`config.mk`:
```
export PLATFORM = sky130hd
export DESIGN_NAME = seq_scan_arbiter
export DESIGN_NICKNAME = d
export VERILOG_FILES = /design/src/rtl/seq_scan_arbiter.sv
export SDC_FILE = /design/constraint.sdc
export NUM_CORES = 1
export LEC_CHECK = 0
export ABC_AREA = 1
export BUFFER_PORTS_ARGS = -buffer_cell sky130_fd_sc_hd__buf_2
export CAP_MARGIN = 30
export CORE_MARGIN = 3
export CORE_UTILIZATION = 46
export DETAILED_ROUTE_END_ITERATION = 16
export PLACE_DENSITY = 0.86
export SLEW_MARGIN = 20
export SYNTH_ARGS = -nofsm -noshare
export SYNTH_HDL_FRONTEND = slang
export SYNTH_SLANG_ARGS = --single-unit
```
`constraint.sdc`:
```
create_clock -name clk -period 1.8 [get_ports clk]
set_input_delay 0.36 -clock clk [delete_from_list [all_inputs] [get_ports clk]]
set_output_delay 0.36 -clock clk [all_outputs]
set_load 0.01 [all_outputs]
```
`src/rtl/seq_scan_arbiter.sv`:
```
// seq_scan_arbiter: round-robin arbiter that time-multiplexes one overlapping
// Mealy "1011" detector among NREQ requesters. The granted word is shifted
// MSB-first through the detector; match count and positions are reported.
module seq_scan_arbiter #(
    parameter int NREQ  = 4,
    parameter int WIDTH = 8,
    localparam int IDW  = (NREQ > 1) ? $clog2(NREQ) : 1,
    localparam int CW   = $clog2(WIDTH + 1),
    localparam int BW   = $clog2(WIDTH)
) (
    input  logic                    clk,
    input  logic                    reset,
    input  logic [NREQ-1:0]         req,
    input  logic [NREQ*WIDTH-1:0]   data_in,
    output logic [NREQ-1:0]         gnt,
    output logic                    busy,
    output logic                    done,
    output logic [IDW-1:0]          done_id,
    output logic [CW-1:0]           match_cnt,
    output logic [WIDTH-1:0]        match_vec
);

    typedef enum logic [1:0] {IDLE, SHIFT, REPORT} state_t;
    typedef enum logic [1:0] {S0, S1, S2, S3} det_t;

    state_t                      state_q, state_d;
    det_t                        det_q, det_d;
    logic [IDW-1:0]              ptr_q, ptr_d;
    logic [IDW-1:0]              cur_q, cur_d;
    logic [IDW-1:0]              did_q, did_d;
    logic [WIDTH-1:0]            sh_q, sh_d;
    logic [BW-1:0]               bit_q, bit_d;
    logic [CW-1:0]               cnt_q, cnt_d;
    logic [WIDTH-1:0]            vec_q, vec_d;
    logic [NREQ-1:0]             gnt_q, gnt_d;

    logic [NREQ-1:0][WIDTH-1:0]  words;
    logic                        win_vld;
    logic [IDW-1:0]              win_id;
    logic [IDW-1:0]              idx;
    logic                        x, z;
    logic [BW-1:0]               pos;

    assign words = data_in;

    // Round-robin pick: first asserted request at or after ptr, with wraparound.
    // Scanning offsets from high to low lets the smallest offset win.
    always_comb begin
        win_vld = 1'b0;
        win_id  = '0;
        idx     = '0;
        for (int o = NREQ - 1; o >= 0; o--) begin
            idx = IDW'((int'(ptr_q) + o) % NREQ);
            if (req[idx]) begin
                win_vld = 1'b1;
                win_id  = idx;
            end
        end
    end

    // Next-state logic for the controller FSM, detector and result registers.
    always_comb begin
        state_d = state_q;
        det_d   = det_q;
        ptr_d   = ptr_q;
        cur_d   = cur_q;
        did_d   = did_q;
        sh_d    = sh_q;
        bit_d   = bit_q;
        cnt_d   = cnt_q;
        vec_d   = vec_q;
        gnt_d   = '0;
        x       = sh_q[WIDTH-1];
        z       = (det_q == S3) && x;
        pos     = BW'(WIDTH - 1) - bit_q;
        case (state_q)
            IDLE: begin
                if (win_vld) begin
                    sh_d    = words[win_id];
                    gnt_d   = NREQ'(1) << win_id;
                    cur_d   = win_id;
                    ptr_d   = (int'(win_id) == NREQ - 1) ? '0 : win_id + 1'b1;
                    det_d   = S0;
                    bit_d   = '0;
                    cnt_d   = '0;
                    vec_d   = '0;
                    did_d   = '0;
                    state_d = SHIFT;
                end
            end
            SHIFT: begin
                sh_d = {sh_q[WIDTH-2:0], 1'b0};
                case (det_q)
                    S0: det_d = x ? S1 : S0;
                    S1: det_d = x ? S1 : S2;
                    S2: det_d = x ? S3 : S0;
                    S3: det_d = x ? S1 : S2;
                    default: det_d = S0;
                endcase
                if (z) begin
                    cnt_d      = cnt_q + 1'b1;
                    vec_d[pos] = 1'b1;
                end
                bit_d = bit_q + 1'b1;
                if (bit_q == BW'(WIDTH - 1)) begin
                    did_d   = cur_q;
                    state_d = REPORT;
                end
            end
            REPORT:  state_d = IDLE;
            default: state_d = IDLE;
        endcase
    end

    // State register; reset aborts any job in flight and rewinds the pointer.
    always_ff @(posedge clk) begin
        if (reset) begin
            state_q <= IDLE;
            det_q   <= S0;
            ptr_q   <= '0;
            cur_q   <= '0;
            did_q   <= '0;
            sh_q    <= '0;
            bit_q   <= '0;
            cnt_q   <= '0;
            vec_q   <= '0;
            gnt_q   <= '0;
        end else begin
            state_q <= state_d;
            det_q   <= det_d;
            ptr_q   <= ptr_d;
            cur_q   <= cur_d;
            did_q   <= did_d;
            sh_q    <= sh_d;
            bit_q   <= bit_d;
            cnt_q   <= cnt_d;
            vec_q   <= vec_d;
            gnt_q   <= gnt_d;
        end
    end

    assign gnt       = gnt_q;
    assign busy      = (state_q != IDLE);
    assign done      = (state_q == REPORT);
    assign done_id   = did_q;
    assign match_cnt = cnt_q;
    assign match_vec = vec_q;

endmodule

```
==> run metrics <==
Crit Path Max Fanout 7; data arrival time of the worst path 1.90 ns; Seq/Total Area, Yosys 0.376; VDD IR-drop max 1210 uV; Final ANT Viol Nets 0; number of hold violations in the final report 0; pre-CTS WS -0.0648 ns; dominant register cell in the synthesized netlist dfxtp_1; GRT Total Usage 0.169; Unique masters post-synth 31; height of the chip 71.5 um; per-cell routed wire length approximately 11 um; Area Growth Syn to Fin 32.4%; CTS tree built; hold bufs inserted after CTS 0; number of nets in the synthesized netlist approximately 330; sum of overflow across all layers after global routing 0; post-place instance area 2360 um^2; max cap viols 0; async set or reset register ratio after synthesis 0; most common library cells after synthesis 75 x nand2_1, 41 x nand3_1, 37 x dfxtp_1, 34 x inv_1, 22 x a21oi_1; Max Clock Skew 0.00656 ns; Placement Rows 23; worst endpoint required time 1.98 ns; Post-Synthesis Mean Instance Area 6.87 um^2; via count of the routed design 2034; share of the clock period used by the worst path 0.955; later-pin clock latency in the skew report between 0.2 and 0.3 ns; Reg clk slew, reported paths roughly 0.08 ns; sum of net half-perimeters after detailed placement 3240 um; Final min period 1.72 ns; Netlist Area Pre-Place 1970 um^2; via density per instance 4.94; Worst Setup Slack, final 0.0816 ns; Top delay family on crit path simple AND/OR/NAND/NOR gates; Critical Path Most Common Cell nand2_2; maximum count of clock buffers along a single path 2; library cell used as clock root buffer clkbuf_8; Synthesis Warnings 0; fraction of the core area covered by cells at the end of the flow 0.643; count leader, synth nand2_1; met3 GRT Util 0.0463; met1 usage 0.204; wire length reported by the detailed router 4430 um; ratio of cells with drive above 1 in the final layout 0.340; category of the most critical setup path reg -> reg; library cell contributing the largest single delay on the critical path dfxtp_2; critical path's largest stage delay 0.34 ns; Num CTS Buffers 5; Sink Count 37; Seq cells post-synth 37; global-route wire length before repair between 7000 and 8000 um; initial DRC count 78; vias in the first global route around 1700; area of all placed cells without fillers approximately 2600 um^2; leading area contributor after synthesis dfxtp_1; busiest layer in global routing met2; core region area 4060 um^2; Placer Congestion 0.894; I/O pin count 58; Total Nets Final 403; buffers and inverters on the worst path 3; synthesized instance count 287; Final Max Slew Viols 0; RSZ-0062 raised after global routing yes; top-area cell type share of the netlist area 0.376; nature of the critical path endpoint flip-flop; DRC violation count after routing 0; biggest area contributors in the synthesized netlist dfxtp_1 38%, nand2_1 14%, nand3_1 10%; GR met2 Demand/Resource 0.297; result of the run completed; Pre-Repair DR Iteration Count 4; Max-Slew Margin vs Limit 0.721; # setup viols final 0; Antenna Diode Count 0; slew at the pin with the worst max-slew slack 0.417 ns; antenna violations before repair 0; pin count of the biggest net entering global routing 18; chip width between 70 and 80 um; Cell Pwr Density 1560 nW/um^2; die outline area between 5000 and 6000 um^2; worst-path cell chain buf_6 > inv_4 > nand2_2 > nand3_2 > inv_1 > nor2_4 > nand2_1 > nand3b_1 > nand2_2 > ha_1 > o21ai_1 > a21oi_1; PortBufs 57; number of enable-type register cells in the synthesized netlist 0; leakage power summed over all cells 1.28 nW; Initial Util 0.486; maximum clock frequency 582 MHz; worst hold-check path type in -> reg; type of element launching the critical path flip-flop; sum of internal, switching and leakage power 4.08 mW; count of H-tree levels built during CTS 2
placed cells by master (no fill, tap or decap), types with 8 or more instances in the layout:
master   count
nand2_1     71
buf_2       57
nand3_1     35
dfxtp_1     35
inv_1       33
a21oi_1     20
buf_4       15
nand2_2     11
nor2_1      10
nand4_1      9
nand3_2      8
cell families (layout without fill, tap and decap cells):
logic type | count (synthesis) | after routing | synth area share
AND/OR/NAND/NOR | 154 | 155 | 0.359
buffers and inverters | 49 | 123 | 0.116
AO/OA/AOI/OAI | 41 | 41 | 0.116
flip-flops | 37 | 37 | 0.376
adder cells (fa/ha/maj) | 4 | 4 | 0.0254
XOR/XNOR | 2 | 2 | 0.00889
layer usage:
metal / wire (um) / up-vias
li1: - / 1082
met1: 2000 / 877
met2: 2090 / 72
met3: 312 / 3
met4: 33 / 0
met5: 0 / -
sequential cells by signal (all words and copies together) (netlist names):
name       cells
det_q          2
gnt            4
ptr_q          2
match_vec      8
done_id        2
match_cnt      4
sh_q           8
bit_q          3
state_q        2
cur_q          2
worst reg2reg max path: stages (launching register included):
cell and delay (ns):
dfxtp_2 0.34, buf_6 0.14, inv_4 0.06, nand2_2 0.06, nand3_2 0.07, inv_1 0.07, nor2_4 0.14, nand2_1 0.07
nand3b_1 0.11, nand2_2 0.11, ha_1 0.29, o21ai_1 0.11, a21oi_1 0.05
power by group:
group | leakage (nW) | internal (mW) | total, mW | switching, mW
sequential | 0.303 | 1.00 | 1.12 | 0.113
clock | 0.0543 | 0.414 | 0.723 | 0.309
combinational | 0.918 | 0.916 | 2.24 | 1.32
worst paths after layout:
kind	startpoint	end	slack, ns	cells after the start
min	reset	sh_q[0]$_SDFFE_PP0P_	0.37	2
min reg2reg	match_vec[2]$_SDFFE_PP0P_	match_vec[2]$_SDFFE_PP0P_	0.45	2
max	ptr_q[0]$_SDFFE_PP0P_	ptr_q[1]$_SDFFE_PP0P_	0.08	12
max reg2reg	ptr_q[0]$_SDFFE_PP0P_	ptr_q[1]$_SDFFE_PP0P_	0.08	12
timing repair:
| action | in CTS | in global routing |
|---|---|---|
| setup endpoints to repair | 1 | 30 |
| gates resized for setup | 1 | 31 |
| cloned | 0 | 1 |
| endpoints found under the hold margin | 0 | 0 |
| pin swaps | 0 | 9 |
| setup buffers | 0 | 3 |
through the flow:
step / cells / hold WS [ns] / TNS [ns]
6_report: 412 / 0.369 / 0
5_1_grt: 412 / 0.381 / -0.748
4_1_cts: 408 / 0.365 / 0
3_5_place_dp: 400 / 0.443 / -0.0961
3_3_place_gp: 400 / 0.433 / 0
2_1_floorplan: 287 / 0.448 / 0
layout make-up:
cell class / instances / area [um^2]
inverter: 39 / 154
tap: 50 / 62.6
fill: 350 / 1450
multi-input combinational: 202 / 1090
clock buffer: 5 / 68.8
sequential: 37 / 746
timing repair buffer: 76 / 447
clock inverter: 3 / 46.3
(Power assumes the default switching activity.)
